<file path="config.mk">
export PLATFORM = sky130hd
export DESIGN_NAME = cbb_pulse_sync_scheduler
export DESIGN_NICKNAME = d
export VERILOG_FILES = /design/src/rtl/cbb_pulse_sched_pkg.sv /design/src/rtl/cbb_rr_pick.sv /design/src/rtl/cbb_pulse_sync_scheduler.sv
export SDC_FILE = /design/constraint.sdc
export NUM_CORES = 1
export LEC_CHECK = 0
export BUFFER_PORTS_ARGS = -buffer_cell sky130_fd_sc_hd__buf_2
export CAP_MARGIN = 15
export CORE_MARGIN = 2
export CORE_UTILIZATION = 30
export DETAILED_ROUTE_END_ITERATION = 8
export PLACE_DENSITY_LB_ADDON = 0.3
export SLEW_MARGIN = 20
export SYNTH_ARGS = -nofsm -noshare
export SYNTH_HDL_FRONTEND = slang
export SYNTH_SLANG_ARGS = --single-unit
</file>
<file path="constraint.sdc">
create_clock -name i_clk -period 3.9 [get_ports i_clk]
set_input_delay 0 -clock i_clk [delete_from_list [all_inputs] [get_ports i_clk]]
set_output_delay 0 -clock i_clk [all_outputs]
set_load 0.02 [all_outputs]
</file>
<file path="src/rtl/cbb_pulse_sched_pkg.sv">
// Shared definitions for the pulse-synchronizer scheduler: FSM encoding,
// a constant clog2 helper and a parameter sanity predicate.
package cbb_pulse_sched_pkg;

   typedef enum logic [1:0] {
      ST_IDLE  = 2'd0,
      ST_ISSUE = 2'd1,
      ST_GAP   = 2'd2
   } sched_state_e;

   function automatic int clog2(input int value);
      int r;
      int v;
      r = 0;
      v = value - 1;
      while (v > 0) begin
         r = r + 1;
         v = v >> 1;
      end
      return r;
   endfunction

   function automatic bit params_ok(input int num_req, input int id_w,
                                    input int gap_cycles, input int cnt_w);
      return (num_req >= 2) && (num_req <= 16) && (id_w >= clog2(num_req)) &&
             (gap_cycles >= 1) && (cnt_w >= 1);
   endfunction

endpackage

</file>
<file path="src/rtl/cbb_rr_pick.sv">
// Combinational round-robin picker: first set request found at last+1, last+2, ...
// wrapping modulo P_NUM_REQ.
module cbb_rr_pick #(
   parameter int P_NUM_REQ = 4,
   parameter int P_ID_W    = 2
) (
   input  logic [P_NUM_REQ-1:0] i_req,
   input  logic [P_ID_W-1:0]    i_last,
   output logic [P_NUM_REQ-1:0] o_grant,
   output logic [P_ID_W-1:0]    o_grant_idx,
   output logic                 o_valid
);

   function automatic logic [P_ID_W-1:0] wrap_idx(input logic [P_ID_W-1:0] base, input int off);
      int s;
      s = int'(base) + off;
      if (s >= P_NUM_REQ) s = s - P_NUM_REQ;
      return P_ID_W'(s);
   endfunction

   logic [P_ID_W-1:0] cand_idx [P_NUM_REQ];

   genvar gi;
   generate
      for (gi = 0; gi < P_NUM_REQ; gi++) begin : g_cand
         assign cand_idx[gi] = wrap_idx(i_last, gi + 1);
      end
   endgenerate

   // Scan from lowest to highest priority so the nearest candidate wins last.
   always_comb begin
      o_grant     = '0;
      o_grant_idx = '0;
      o_valid     = 1'b0;
      for (int k = P_NUM_REQ - 1; k >= 0; k--) begin
         if (i_req[cand_idx[k]]) begin
            o_grant                = '0;
            o_grant[cand_idx[k]]   = 1'b1;
            o_grant_idx            = cand_idx[k];
            o_valid                = 1'b1;
         end
      end
   end

endmodule

</file>
<file path="src/rtl/cbb_pulse_sync_scheduler.sv">
// Shares one pulse-synchronizer channel among several requesters: latches events,
// grants them round-robin and spaces issues by a guard gap so pulses never merge.
module cbb_pulse_sync_scheduler
   import cbb_pulse_sched_pkg::*;
#(
   parameter int P_NUM_REQ    = 4,
   parameter int P_ID_W       = 2,
   parameter int P_GAP_CYCLES = 8,
   parameter int P_CNT_W      = 8
) (
   input  logic                 i_clk,
   input  logic                 i_rst,
   input  logic                 i_enable,
   input  logic [P_NUM_REQ-1:0] i_req_pulse,
   output logic                 o_sync_pulse,
   output logic [P_ID_W-1:0]    o_sync_id,
   output logic                 o_busy,
   output logic [P_NUM_REQ-1:0] o_pending,
   output logic [P_NUM_REQ-1:0] o_drop_pulse,
   output logic [P_CNT_W-1:0]   o_drop_cnt
);

   localparam int GW = clog2(P_GAP_CYCLES + 1);
   localparam int SW = P_CNT_W + 5;

   generate
      if (!params_ok(P_NUM_REQ, P_ID_W, P_GAP_CYCLES, P_CNT_W)) begin : g_bad_params
         $error("cbb_pulse_sync_scheduler: parameter out of range");
      end
   endgenerate

   sched_state_e         state_q;
   logic [GW-1:0]        gap_q;
   logic [P_NUM_REQ-1:0] pend_q, pend_d;
   logic [P_NUM_REQ-1:0] drop_q, drop_d;
   logic [P_CNT_W-1:0]   cnt_q, cnt_d;
   logic [P_ID_W-1:0]    last_q, id_q;
   logic                 pulse_q;

   logic [P_NUM_REQ-1:0] pick_grant, grant_eff;
   logic [P_ID_W-1:0]    pick_idx;
   logic                 pick_valid;
   logic                 can_issue;
   logic [SW-1:0]        drop_pop, cnt_sum;

   cbb_rr_pick #(
      .P_NUM_REQ (P_NUM_REQ),
      .P_ID_W    (P_ID_W)
   ) u_pick (
      .i_req       (pend_q),
      .i_last      (last_q),
      .o_grant     (pick_grant),
      .o_grant_idx (pick_idx),
      .o_valid     (pick_valid)
   );

   always_comb begin
      can_issue = i_enable && pick_valid &&
                  ((state_q == ST_IDLE) || ((state_q == ST_GAP) && (gap_q == '0)));
      grant_eff = can_issue ? pick_grant : '0;
      // A request landing on its own grant edge is a fresh event, not a drop.
      drop_d    = i_req_pulse & pend_q & ~grant_eff;
      pend_d    = (pend_q & ~grant_eff) | i_req_pulse;
      drop_pop  = '0;
      for (int k = 0; k < P_NUM_REQ; k++) begin
         drop_pop = drop_pop + SW'(drop_d[k]);
      end
      cnt_sum = SW'(cnt_q) + drop_pop;
      cnt_d   = (cnt_sum > SW'({P_CNT_W{1'b1}})) ? {P_CNT_W{1'b1}} : cnt_sum[P_CNT_W-1:0];
   end

   always_ff @(posedge i_clk) begin
      if (i_rst) begin
         state_q <= ST_IDLE;
         gap_q   <= '0;
         pend_q  <= '0;
         drop_q  <= '0;
         cnt_q   <= '0;
         last_q  <= P_ID_W'(P_NUM_REQ - 1);
         id_q    <= '0;
         pulse_q <= 1'b0;
      end else begin
         pend_q  <= pend_d;
         drop_q  <= drop_d;
         cnt_q   <= cnt_d;
         pulse_q <= 1'b0;
         if (can_issue) begin
            state_q <= ST_ISSUE;
            pulse_q <= 1'b1;
            id_q    <= pick_idx;
            last_q  <= pick_idx;
         end else begin
            case (state_q)
               ST_ISSUE: begin
                  state_q <= ST_GAP;
                  gap_q   <= GW'(P_GAP_CYCLES - 1);
               end
               ST_GAP: begin
                  if (gap_q != '0) gap_q <= gap_q - 1'b1;
                  else             state_q <= ST_IDLE;
               end
               default: state_q <= ST_IDLE;
            endcase
         end
      end
   end

   assign o_sync_pulse = pulse_q;
   assign o_sync_id    = id_q;
   assign o_busy       = (state_q != ST_IDLE);
   assign o_pending    = pend_q;
   assign o_drop_pulse = drop_q;
   assign o_drop_cnt   = cnt_q;

endmodule

</file>
# [After elaboration in Yosys (flattened, before gate mapping)]
# Cells that the tools add are included.
[totals] output_inout_bits=20 word_cells=101 inputBits=7 ff_bits=27
[op_classes] n_reduce_logical=15 order_cmp=13 n_mux=40 bitwise=6 add_sub_neg=13 n_eq_ne=5
[ops] operator="$mux W4" count=6
[ops] operator="$mux W2" count=9
[ops] operator="$mux W1" count=14
[ops] operator="$and A4 B4 Y4" count=3
[ops] operator="$lt A2 B3 Y1 const B" count=4
[ops] operator="$add A8 B4 Y9" count=1
[ops] operator="$ge A3 B3 Y1 const B" count=3
[ops] operator="$gt A9 B8 Y1 const B" count=1
[ops] operator="$bmux W1 S2" count=4
[ops] operator="$demux W1 S2" count=4
[ops] operator="$ge A2 B1 Y1 const B" count=4
[ops] operator="$mux W8" count=1
[ops] operator="$pmux W4 S2" count=1
[ops] operator="$sub A2 B1 Y2 const B" count=4
[ops] operator="$logic_and A1 B1 Y1" count=7
[ops] operator="$add A2 B2 Y3 const B" count=2
[ops] operator="$add A2 B3 Y4 const B" count=1
[ops] operator="$add A3 B1 Y4" count=1
[ops] operator="$ge A4 B3 Y1 const B" count=1
[ops] operator="$logic_not A4 Y1" count=1
[ops] operator="$not A4 Y4" count=1
[ops] operator="$or A4 B4 Y4" count=1
[ops] operator="$pmux W2 S2" count=1
[ops] operator="$reduce_bool A2 Y1" count=2
[ops] operator="other kinds (15)" count=15

# [Longest topological paths before layout]
# Gate-level depths: netlist of run 1.
[depth] ltp_word=20 depth_mapped=17 ltp_nobuf=15

# [Hierarchy]
# A second synthesis of run 1 with hierarchy kept.
[hier_totals] cells_unflattened=222 area_unflattened_um2=1859.3
[by_module_without_submodules] mod="cbb_pulse_sync_scheduler" seq_area_each_um2=540.5 instances=1 cells_per_inst=142 area_per_inst_um2=1265.0
[by_module_without_submodules] mod="cbb_rr_pick" seq_area_each_um2=0.0 instances=1 cells_per_inst=80 area_per_inst_um2=594.3

# [Worst setup path before layout of run 1]
# Ideal clock, no wire load.
[synth_path] kind="register to register" start="register last_q[1]" end="register cnt_q[4] (netlist: o_drop_cnt[4])" slack_ns=-0.113 synth_period_minus_slack_ns=4.013 path_stages_with_launch=18 t_required_ns=3.830 arrival_time_ns=3.943 setup_time_ns=0.070 path_buffers=2 cell_sequence="dfxtp_1 buf_4 inv_1 ha_1 buf_6 mux2_4 and3_1 a21oi_1 a31oi_1 or2_1 fa_1 inv_1 fa_1 fa_1 nand2_1 nor2_1 or2_2 a21oi_1"
[synth_between] elab_chain_len=20 elab_cells_between_ends=63 classes_between="12 x add/sub; 13 x order compare; 30 x mux; 2 x bitwise; 6 x reduce/logical"
[synth_lines] item="from (decl)" line="cbb_pulse_sync_scheduler.sv:37" rtl="logic [P_ID_W-1:0] last_q, id_q;"
[synth_lines] item="from (signal assigned)" line="cbb_pulse_sync_scheduler.sv:79" rtl="last_q <= P_ID_W'(P_NUM_REQ - 1);"
[synth_lines] item="from (signal assigned)" line="cbb_pulse_sync_scheduler.sv:91" rtl="last_q <= pick_idx;"
[synth_lines] item="$add A2 B3 Y4" line="cbb_rr_pick.sv:16" rtl="s = int'(base) + off;"
[synth_lines] item="$ge A4 B3 Y1 / $sub A2 B1 Y2 (equally long branches)" line="cbb_rr_pick.sv:17" rtl="if (s >= P_NUM_REQ) s = s - P_NUM_REQ;"
[synth_lines] item="$mux W2" line="cbb_rr_pick.sv:17"
[synth_lines] item="$lt A2 B3 Y1 (implied by the code) (tied with other cells)" line="cbb_rr_pick.sv:38" rtl="o_grant[cand_idx[k]] = 1'b1;"
[synth_lines] item="$logic_and A1 B1 Y1 (implied by the code) / $mux W1 (equally long branches)" line="cbb_rr_pick.sv:38, cbb_rr_pick.sv:36"
[synth_lines] item="$mux W1, on equally long branches" line="cbb_rr_pick.sv:38, cbb_rr_pick.sv:36"
[synth_lines] item="$demux W1 S2 / $mux W1 (equally long branches)"
[synth_lines] item="$mux W4 / $mux W1 (equally long branches) (2 in series)" line="cbb_rr_pick.sv:36" rtl="if (i_req[cand_idx[k]]) begin"
[synth_lines] item="[... 3 more ...]"
[synth_lines] item="$not A4 Y4 *" line="cbb_pulse_sync_scheduler.sv:62" rtl="drop_d = i_req_pulse & pend_q & ~grant_eff;"
[synth_lines] item="$and A4 B4 Y4 *" line="cbb_pulse_sync_scheduler.sv:62"
[synth_lines] item="$add A1 B1 Y2" line="cbb_pulse_sync_scheduler.sv:66" rtl="drop_pop = drop_pop + SW'(drop_d[k]);"
[synth_lines] item="$add A2 B1 Y3" line="cbb_pulse_sync_scheduler.sv:66"
[synth_lines] item="$add A3 B1 Y4 *" line="cbb_pulse_sync_scheduler.sv:66"
[synth_lines] item="$add A8 B4 Y9 *" line="cbb_pulse_sync_scheduler.sv:68" rtl="cnt_sum = SW'(cnt_q) + drop_pop;"
[synth_lines] item="$gt A9 B8 Y1" line="cbb_pulse_sync_scheduler.sv:69" rtl="cnt_d = (cnt_sum > SW'({P_CNT_W{1'b1}})) ? {P_CNT_W{1'b1}} : cnt_sum[P_CNT_W-1:0];"
[synth_lines] item="$mux W8 *" line="cbb_pulse_sync_scheduler.sv:69"
[synth_lines] item="to (signal assigned)" line="cbb_pulse_sync_scheduler.sv:85" rtl="cnt_q <= cnt_d;"
[synth_lines] item="to (decl)" line="cbb_pulse_sync_scheduler.sv:36" rtl="logic [P_CNT_W-1:0] cnt_q, cnt_d;"
# Mark *: on every way between the ends. The rest lies on a longest branch, timed or not. The select of a mux whose other input is x is not followed.
# A chain may end at the register's enable or synchronous reset.

# [Final worst setup path of run 1]
[layout_path] start="register last_q[0]" end="register cnt_q[4] (netlist: o_drop_cnt[4])"
# Same word-level chain as after synthesis.

==> metrics, run 1 <==
outcome=complete, no violations; Post-route DRC=0; row count=28; Max-slew headroom=0.481; Fin Setup TNS=0 ns; Detail Placement HPWL=3270 um; gr usage total=0.129; Setup-failing EPs final=0; Port Buffer Count=26; crit path launch type=flip-flop; H-tree depth=1; number of detailed-route iterations in the first pass=4; full die area=6880 um^2; CTS tree=built; Vias per Instance=5.05; fraction of layout cells with a size suffix above 1=0.234; RSZ-0062 raised after global routing=yes; # clock sinks=27; Core Area=5960 um^2; synth unique cells=50; PD cells=451 nW/um^2; # diodes=0; final-report hold violation count=0; Die Height=82.9 um; Synth Net Count=256; WP data arrival=3.98 ns; synthesis-to-finish area growth=19.4%; Yosys warning count=0; nets=289; register area share after synthesis=0.289; Leak=0.942 nW; # IOs=27; Filler cells=628; worst r2r src=last_q[0]$_SDFFE_PP1P_; drt total wl=4430 um; Layout Cells excl Fill=340; Die Wd=82.9 um; ys async rst share=0; Syn Area/Cell=8.02 um^2; Placed Cells=331; final core occ=0.375; Slew Limit Fails=0; worst-path cell chain=inv_1, ha_4, buf_4, mux2i_4, mux2_4, o21ai_0, a31oi_1, or2_1, fa_1, inv_1, fa_2, fa_2, nand2_1, nor2_1, or2_2, a21oi_2; post-route ant nets=0; Fmax=0.267 GHz; Max stage delay cell, worst path=fa_1; grt total ovfl=0; Syn Inst Count=233; vias=1718; CTS buffer count=3; proportion of synthesized area in mux cells=0.0636; Synth Register Bits=27; crit path max fanout=6; Hold Slack=0.189 ns; Worst Path Required=4.13 ns; total chip power=1.01 mW; Synth Area in Compound Gates=0.197; first-pass GRT wire length=7470 um; clk_lat worst skew=0.29 ns; Worst Max-Slew Pin Slew=0.770 ns; Clock Tree Root=clkbuf_8; critical path class=reg2reg; initial antenna violation count=0; crit path from=last_q[0]$_SDFFE_PP1P_; EDFF count, synth=0; Clock Pin Slew Worst Setup and Hold Paths=0.11 ns; clk buf depth=2; max_cap viols=0; GPL Wtd Cong=0.868; largest net degree at the start of global routing=32; min cycle time layout=3.75 ns; synthesized cell area=1870 um^2; largest family of logic cells by synthesized area=simple AND/OR/NAND/NOR gates; Crit. End Element=flip-flop; Post-Synth Simple-Gate Area=0.237; initial core utilization=0.314; Synth Area in XOR/XNOR=0.0141; crit share post-route=0.961; hold wc startpoint=i_rst; HP Class=in2reg; Adder-Cell Fraction of Synth Area=0.119; Worst Skew=0.0108 ns; Worst path max stage delay=0.48 ns; Routed wire per std cell=13.0 um; crit-path leading delay family=adder cells; Most used DFF post-synth=dfxtp_1; VDD IR-drop max=0.000202 V; DR iter-0 viols=119; crit path buf inv count=3; number of global-route vias before repair=1545
==> where the power goes <==
part | internal (mW) | switching (mW)
clock | 0.0753 | 0.101
combinational | 0.211 | 0.269
sequential | 0.309 | 0.0410
total | 0.596 | 0.411
==> layer usage <==
metal | vias up | track usage | share of wire | wire length (um)
li1 | 876 | - | - | -
met4 | 0 | 0.0328 | 0.0065 | 29
met1 | 798 | 0.185 | 0.52 | 2310
met5 | - | 0 | 0 | 0
met2 | 40 | 0.199 | 0.43 | 1890
met3 | 4 | 0.0229 | 0.043 | 192
==> worst paths after layout <==
check	cells after the start	slack, ns	to
setup / recovery	16	0.15	o_drop_cnt[4]$_SDFF_PP0_
hold / removal	2	0.19	o_sync_pulse$_SDFF_PP0_
setup reg to reg	16	0.15	o_drop_cnt[4]$_SDFF_PP0_
hold reg to reg	2	0.51	o_sync_id[1]$_SDFFE_PP0P_
==> placed cells by master, fill, tap and decap left out, types with 2 or more instances in the layout <==
cell	Yosys	routed
mux2i_4	1	2
ha_1	13	12
a22oi_1	5	5
mux2_4	2	3
clkbuf_8	0	3
inv_1	19	18
buf_2	5	26
nor2b_1	3	3
nor2_1	28	28
o22ai_1	10	10
nand2_1	19	19
nand3_1	3	3
dfxtp_1	27	26
or2_1	2	2
nor3_1	10	10
dlygate4sd3_1	0	4
mux2i_2	1	3
nand2b_1	12	12
o21ai_0	10	10
a31oi_1	7	7
a211oi_1	4	4
buf_4	1	10
a21oi_1	12	11
fa_2	0	2
xnor2_1	2	2
==> repair_timing <==
| item | 4_1_cts | 5_1_grt |
|---|---|---|
| buffers inserted | 0 | 1 |
| gates resized for setup | 0 | 11 |
| endpoints found under the setup margin | 0 | 8 |
| hold buffers | 4 | 0 |
| endpoints found under the hold margin | 7 | 0 |
==> kinds of logic (layout without fill, tap and decap cells) <==
logic type | after synthesis | count (layout)
AO/OA/AOI/OAI | 58 | 58
AND/OR/NAND/NOR | 89 | 89
XOR/XNOR | 3 | 3
flip-flops | 27 | 27
multiplexers | 9 | 9
adder cells (fa/ha/maj) | 16 | 16
buffers and inverters | 31 | 63
==> state kept, by name (all words and copies together), names as in the netlist <==
signal,flops
last_q,2
state_q,2
o_drop_cnt,8
o_sync_pulse,1
o_drop_pulse,4
o_pending,4
gap_q,4
o_sync_id,2
==> synth_stat cells, drive strengths merged, types with 4 or more instances <==
library cell | number | share of area
dfxtp | 27 | 0.29
buf | 10 | 0.037
a22oi | 5 | 0.020
nand2 | 19 | 0.038
o22ai | 10 | 0.033
a31oi | 8 | 0.030
a211oi | 4 | 0.016
inv | 19 | 0.038
o21ai | 12 | 0.034
mux2 | 4 | 0.028
mux2i | 5 | 0.035
a21oi | 12 | 0.032
nor3 | 11 | 0.032
nor2 | 29 | 0.060
nand2b | 12 | 0.040
ha | 13 | 0.087
==> through the flow <==
| step | area, um^2 | worst slack, ns |
|---|---|---|
| finish | 2230 | 0.150 |
| global route | 2230 | -0.0354 |
| CTS | 2180 | 0.0360 |
| detailed placement | 2090 | 0.0819 |
| global placement | 2090 | 0.122 |
| floorplan | 1880 | 0.0222 |
==> area by class of cell <==
class	instances	area, um^2	share of cell area
multi-input cells	175	1230	0.551
flip-flops and latches	27	542	0.243
repair buffers	40	245	0.110
well taps	75	93.8	0.0420
inverters	19	71.3	0.0320
clock buffers	3	41.3	0.0185
clock inverters	1	8.76	0.00392
Power figures use the tool's default switching activity.
==> run 2: changes to the inputs <==
- GPL_TIMING_DRIVEN: not set -> 0
==> run 2 against run 1 <==
- critical path depth unchanged
- largest power group unchanged
- worst setup slack got worse by 0.037 ns
- hold slack got worse by 0.16 ns
- maximum frequency decreased by 0.97%
- clock-buffer cell count unchanged
- total power increased by 4.8%
- largest cell class unchanged
- sequential power decreased by 5%
==> metrics, run 2 (same netlist as run 1, synthesis figures left out) <==
PD cells=444 nW/um^2; Place WS=-0.303 ns; Worst R2R Setup Slack=0.11 ns; placed cell area=2100 um^2; # clock sinks=27; worst-path cell chain=inv_2, ha_4, buf_6, mux2_4, and2_4, a31oi_4, a31oi_4, or2_4, fa_1, inv_2, fa_2, fa_2, nand2_2, nor2_2, or2_2, a21oi_2; full die area=6880 um^2; Routed wire per std cell=13.3 um; commonest non-fill, non-tap cell in the layout=buf_2; clk buf depth=2; Worst Path Required=4.12 ns; Die Wd=82.9 um; RR Endpoint=o_drop_cnt[4]$_SDFF_PP0_; Placed Cells=334; row count=28; Max-slew headroom=0.473; # diodes=0; Worst path max stage delay=0.49 ns; max reg flops=8; DR iter-0 viols=215; initial antenna violation count=0; Crit. End Element=flip-flop; CTS tree=built; synthesis-to-finish area growth=27.0%; RSZ-0062 raised after global routing=no; hold wc startpoint=i_rst; Leak=0.995 nW; Slew Limit Fails=0; Filler cells=616; grt total ovfl=0; Vias per Instance=5.05; H-tree depth=1; crit share post-route=0.971; min cycle time layout=3.79 ns; WP depth=16; final-report hold violation count=0; drt total wl=4680 um; first-pass GRT wire length=7620 um; Final Instance Area=2370 um^2; PnR worst setup slack=0.114 ns; max_cap viols=0; Setup-failing EPs final=0; crit path buf inv count=3; Fin Setup TNS=0 ns; CTS buffer count=3; Clock Tree Root=clkbuf_8; Core Area=5960 um^2; Worst Skew=0.00971 ns; total chip power=1.05 mW; fraction of layout cells with a size suffix above 1=0.302; Die Height=82.9 um; post-route ant nets=0; gr usage total=0.129; Hold Slack=0.0251 ns; HP Class=in2reg; clk_lat worst skew=0.28 ns; crit path from=last_q[0]$_SDFFE_PP1P_; outcome=complete, no violations; commonest cells after routing, fill and taps aside=buf_2 (31), nor2_1 (27), dfxtp_1 (25); Fmax=0.264 GHz; crit path launch type=flip-flop; Clock Pin Slew Worst Setup and Hold Paths=0.10 ns; # IOs=27; Max stage delay cell, worst path=fa_1; Worst Hold Depth=3; Layout Cells excl Fill=353; crit-path leading delay family=adder cells; WP data arrival=4.00 ns; VDD IR-drop max=0.000179 V; Worst Hold Path EP=o_pending[0]$_SDFF_PP0_; Worst Max-Slew Pin Slew=0.783 ns; worst r2r src=last_q[0]$_SDFFE_PP1P_; Port Buffer Count=26; Post-route DRC=0; Detail Placement HPWL=3330 um; crit path max fanout=5; critical path class=reg2reg; Worst Reg-to-Reg Cells=16; initial core utilization=0.314; number of global-route vias before repair=1631; nets=302; final core occ=0.399; vias=1782; largest net degree at the start of global routing=18; GPL Wtd Cong=0.818; number of detailed-route iterations in the first pass=5
## run 2: changes by cell type in the layout (fill, tap and decap cells not counted), moves of 2 or more
| cell | delta |
|---|---|
| buf_2 | +5 |
| inv_2 | +2 |
| dfxtp_4 | +2 |
| buf_4 | +2 |
| a31oi_1 | -3 |
| buf_6 | +3 |
| clkbuf_1 | +2 |
| a31oi_4 | +2 |
| inv_1 | -2 |
## run 2: metal layers
metal  GRT usage  share of wire  vias up  routed length [um]
met5           0              0        -                   0
met4      0.0268          0.010        0                  48
met3      0.0239          0.063        4                 293
met2       0.207           0.45       74                2110
met1       0.182           0.48      801                2230
li1            -              -      903                   -
## run 2: worst max-delay path by stage
| stage | to | slack [ns] |
|---|---|---|
| final | o_drop_cnt[4]$_SDFF_PP0_ | 0.11 |
| after detailed placement | o_drop_cnt[7]$_SDFF_PP0_ | -0.30 |
| after floorplan | o_drop_cnt[4]$_SDFF_PP0_ | 0.02 |
| after global routing | o_drop_cnt[7]$_SDFF_PP0_ | 0.001 |
| after CTS | o_drop_cnt[4]$_SDFF_PP0_ | 0.02 |
| after global placement | o_drop_cnt[4]$_SDFF_PP0_ | -0.29 |
## run 2: worst reg2reg max path, delay by kind of cell (launching register included)
kind | cells | cell delay, ns
and+or+nand+nor | 5 | 0.88
buffers and inverters | 3 | 0.22
adders and majority gates | 4 | 1.49
muxes | 1 | 0.33
AOI/OAI and AO/OA | 3 | 0.45
DFF | 1 | 0.36
## run 2: layout make-up
type,count,area [um^2],area share
plain buffers,11,70.1,0.0295
well taps,75,93.8,0.0395
clock inverters,1,8.76,0.00369
clock buffers,3,41.3,0.0174
multi-input cells,175,1280,0.540
flip-flops and latches,27,548,0.231
repair buffers,42,260,0.110
inverters,19,71.3,0.0300
## run 2: power by group
part	switching, mW	leakage, nW	internal (mW)
sequential	0.0242	0.222	0.310
clock	0.0900	0.0261	0.0749
combinational	0.316	0.747	0.239
## run 2: repair_timing
item / CTS / global route
cloned: 0 / 0
hold buffers: 4 / 0
buffers inserted: 4 / 8
endpoints found under the hold margin: 7 / 0
resized for setup: 7 / 19
setup endpoints to repair: 8 / 8
pin swaps: 3 / 13
==> run 3: changes to the inputs <==
- ABC_AREA: not set -> 1
==> run 3 against run 2 <==
- combinational power decreased by 17%
- total power shrank 9.4%
- sequential share of layout area rose by 3.2 points
- via count is 12% lower
- wire length decreased by 19%
- critical endpoint is now o_drop_cnt[0]$_SDFF_PP0_
==> metrics, run 3 <==
initial core utilization=0.311; # diodes=0; WP data arrival=3.73 ns; Post-route DRC=0; Core Area=5510 um^2; Placed Cells=330; largest net degree at the start of global routing=15; Fmax=0.277 GHz; crit path max fanout=8; synthesis-to-finish area growth=22.0%; first-pass GRT wire length=6290 um; Vias per Instance=4.56; Syn Inst Count=232; Crit. End Element=flip-flop; Die Height=79.5 um; synthesized cell area=1710 um^2; PnR worst setup slack=0.295 ns; Detail Placement HPWL=2890 um; # IOs=27; Synth Area in XOR/XNOR=0.0256; critical path class=reg2reg; max_cap viols=0; Leak=0.974 nW; Clock Pin Slew Worst Setup and Hold Paths=0.09 ns; clk buf depth=2; PD cells=458 nW/um^2; Syn Area/Cell=7.37 um^2; Port Buffer Count=26; register area share after synthesis=0.316; Post-Synth Simple-Gate Area=0.309; Final Instance Area=2090 um^2; number of detailed-route iterations in the first pass=4; total chip power=0.955 mW; # clock sinks=27; HP Class=in2reg; crit path launch type=flip-flop; crit path from=last_q[0]$_SDFFE_PP1P_; RSZ-0062 raised after global routing=no; Post-synth top cells=nand2_1 (46), inv_1 (30), dfxtp_1 (27); fraction of layout cells with a size suffix above 1=0.272; gr usage total=0.123; min cycle time layout=3.61 ns; nets=296; drt total wl=3780 um; leading area contributor after synthesis=dfxtp_1; Place WS=-0.108 ns; Clock Tree Root=clkbuf_8; VDD IR-drop max=0.000344 V; CTS tree=built; Layout Cells excl Fill=344; max reg flops=8; Adder-Cell Fraction of Synth Area=0.130; top-count cell post-synth=nand2_1; placed cell area=1930 um^2; largest cells by area after synthesis=dfxtp_1 (32%), nand2_1 (10%), ha_1 (9.5%), inv_1 (6.6%), nand3_1 (5.6%); top cell type's share of synthesized area=0.316; commonest cells after routing, fill and taps aside=nand2_1 (45), inv_1 (29), buf_2 (26); Max-slew headroom=0.592; hold wc startpoint=i_enable; Synth Net Count=255; Most used DFF post-synth=dfxtp_1; vias=1568; grt total ovfl=0; Setup-failing EPs final=0; ys async rst share=0; DR iter-0 viols=92; GPL Wtd Cong=0.833; CTS buffer count=3; H-tree depth=1; Routed wire per std cell=11.0 um; clk_lat worst skew=0.26 ns; Synth Register Bits=27; outcome=complete, no violations; Worst Skew=0.00364 ns; crit share post-route=0.924; Synth Area in Compound Gates=0.117; Slew Limit Fails=0; Worst Path Required=4.03 ns; Worst Max-Slew Pin Slew=0.613 ns; Die Wd=79.5 um; row count=27; Yosys warning count=0; initial antenna violation count=0; worst r2r src=last_q[0]$_SDFFE_PP1P_; full die area=6320 um^2; number of global-route vias before repair=1393; EDFF count, synth=0; synth unique cells=31; final-report hold violation count=0; proportion of synthesized area in mux cells=0; post-route ant nets=0; commonest non-fill, non-tap cell in the layout=nand2_1; Fin Setup TNS=0 ns; largest family of logic cells by synthesized area=simple AND/OR/NAND/NOR gates; Filler cells=589
-- run 3: cell types whose count changed after synthesis, sizes merged, moves of 6 or more --
cell,before,now
a31oi,8,1
buf,10,2
nand2,19,52
inv,19,37
nor3,11,5
o22ai,10,0
a21oi,12,22
nand3,3,24
nand2b,12,0
-- run 3: cell families (layout without fill, tap and decap cells) --
group | Yosys count | count (layout)
XOR/XNOR | 5 | 5
AND/OR/NAND/NOR | 110 | 110
buffers and inverters | 41 | 81
adder cells (fa/ha/maj) | 16 | 16
AO/OA/AOI/OAI | 33 | 33
flip-flops | 27 | 27
-- run 3: through the flow --
| stage | hold slack (ns) | utilization |
|---|---|---|
| 2_1_floorplan | 0.0681 | - |
| 3_3_place_gp | 0.263 | 0.351 |
| 3_5_place_dp | 0.267 | 0.351 |
| 4_1_cts | 0.207 | 0.369 |
| 5_1_grt | 0.217 | 0.379 |
| 6_report | 0.203 | 0.379 |
-- run 3: timing repair --
item | CTS | global route
setup endpoints to repair | 7 | 8
hold buffers | 5 | 0
buffers inserted | 0 | 5
pin swaps | 0 | 2
endpoints found under the hold margin | 6 | 0
gates resized for setup | 3 | 6
-- run 3: cell type report --
class / count / area (um^2) / area share
plain buffers: 4 / 30.0 / 0.0144
clock buffers: 4 / 45.0 / 0.0216
inverters: 37 / 148 / 0.0707
multi-input cells: 164 / 1010 / 0.483
flip-flops and latches: 27 / 548 / 0.263
well taps: 72 / 90.1 / 0.0432
repair buffers: 36 / 218 / 0.104
-- run 3: critical path, cell delays in order, from the launching register on --
cell and delay [ns]:
dfxtp_4 0.38, buf_6 0.14, inv_6 0.06, ha_1 0.32, inv_1 0.08, nand3_1 0.11
nand2_2 0.12, inv_2 0.08, nor2_1 0.08, nor2_1 0.07, nand2_1 0.09, nand3_2 0.10
fa_1 0.52, inv_1 0.05, fa_2 0.35, fa_2 0.37, nand3_2 0.09, nor3_1 0.06
and2_1 0.16, nand2_2 0.14, a21oi_1 0.09
-- run 3: routing by layer --
metal  GRT usage  part of all wire
met2       0.202              0.46
met1       0.163              0.48
met4      0.0207             0.013
met5           0                 0
met3      0.0317             0.045
-- run 3: path summary, 6_finish.rpt --
check	end	slack [ns]	cells past startpoint
worst min-delay path	o_sync_pulse$_SDFF_PP0_	0.20	4
worst min register to register	o_sync_id[1]$_SDFFE_PP0P_	0.47	2
worst max register to register	o_drop_cnt[0]$_SDFF_PP0_	0.29	20
worst max-delay path	o_drop_cnt[0]$_SDFF_PP0_	0.29	20
-- run 3: power breakdown --
group          switching, mW  internal (mW)
Sequential            0.0311          0.311
Combinational          0.285          0.174
Clock                 0.0811         0.0730
Total                  0.398          0.558
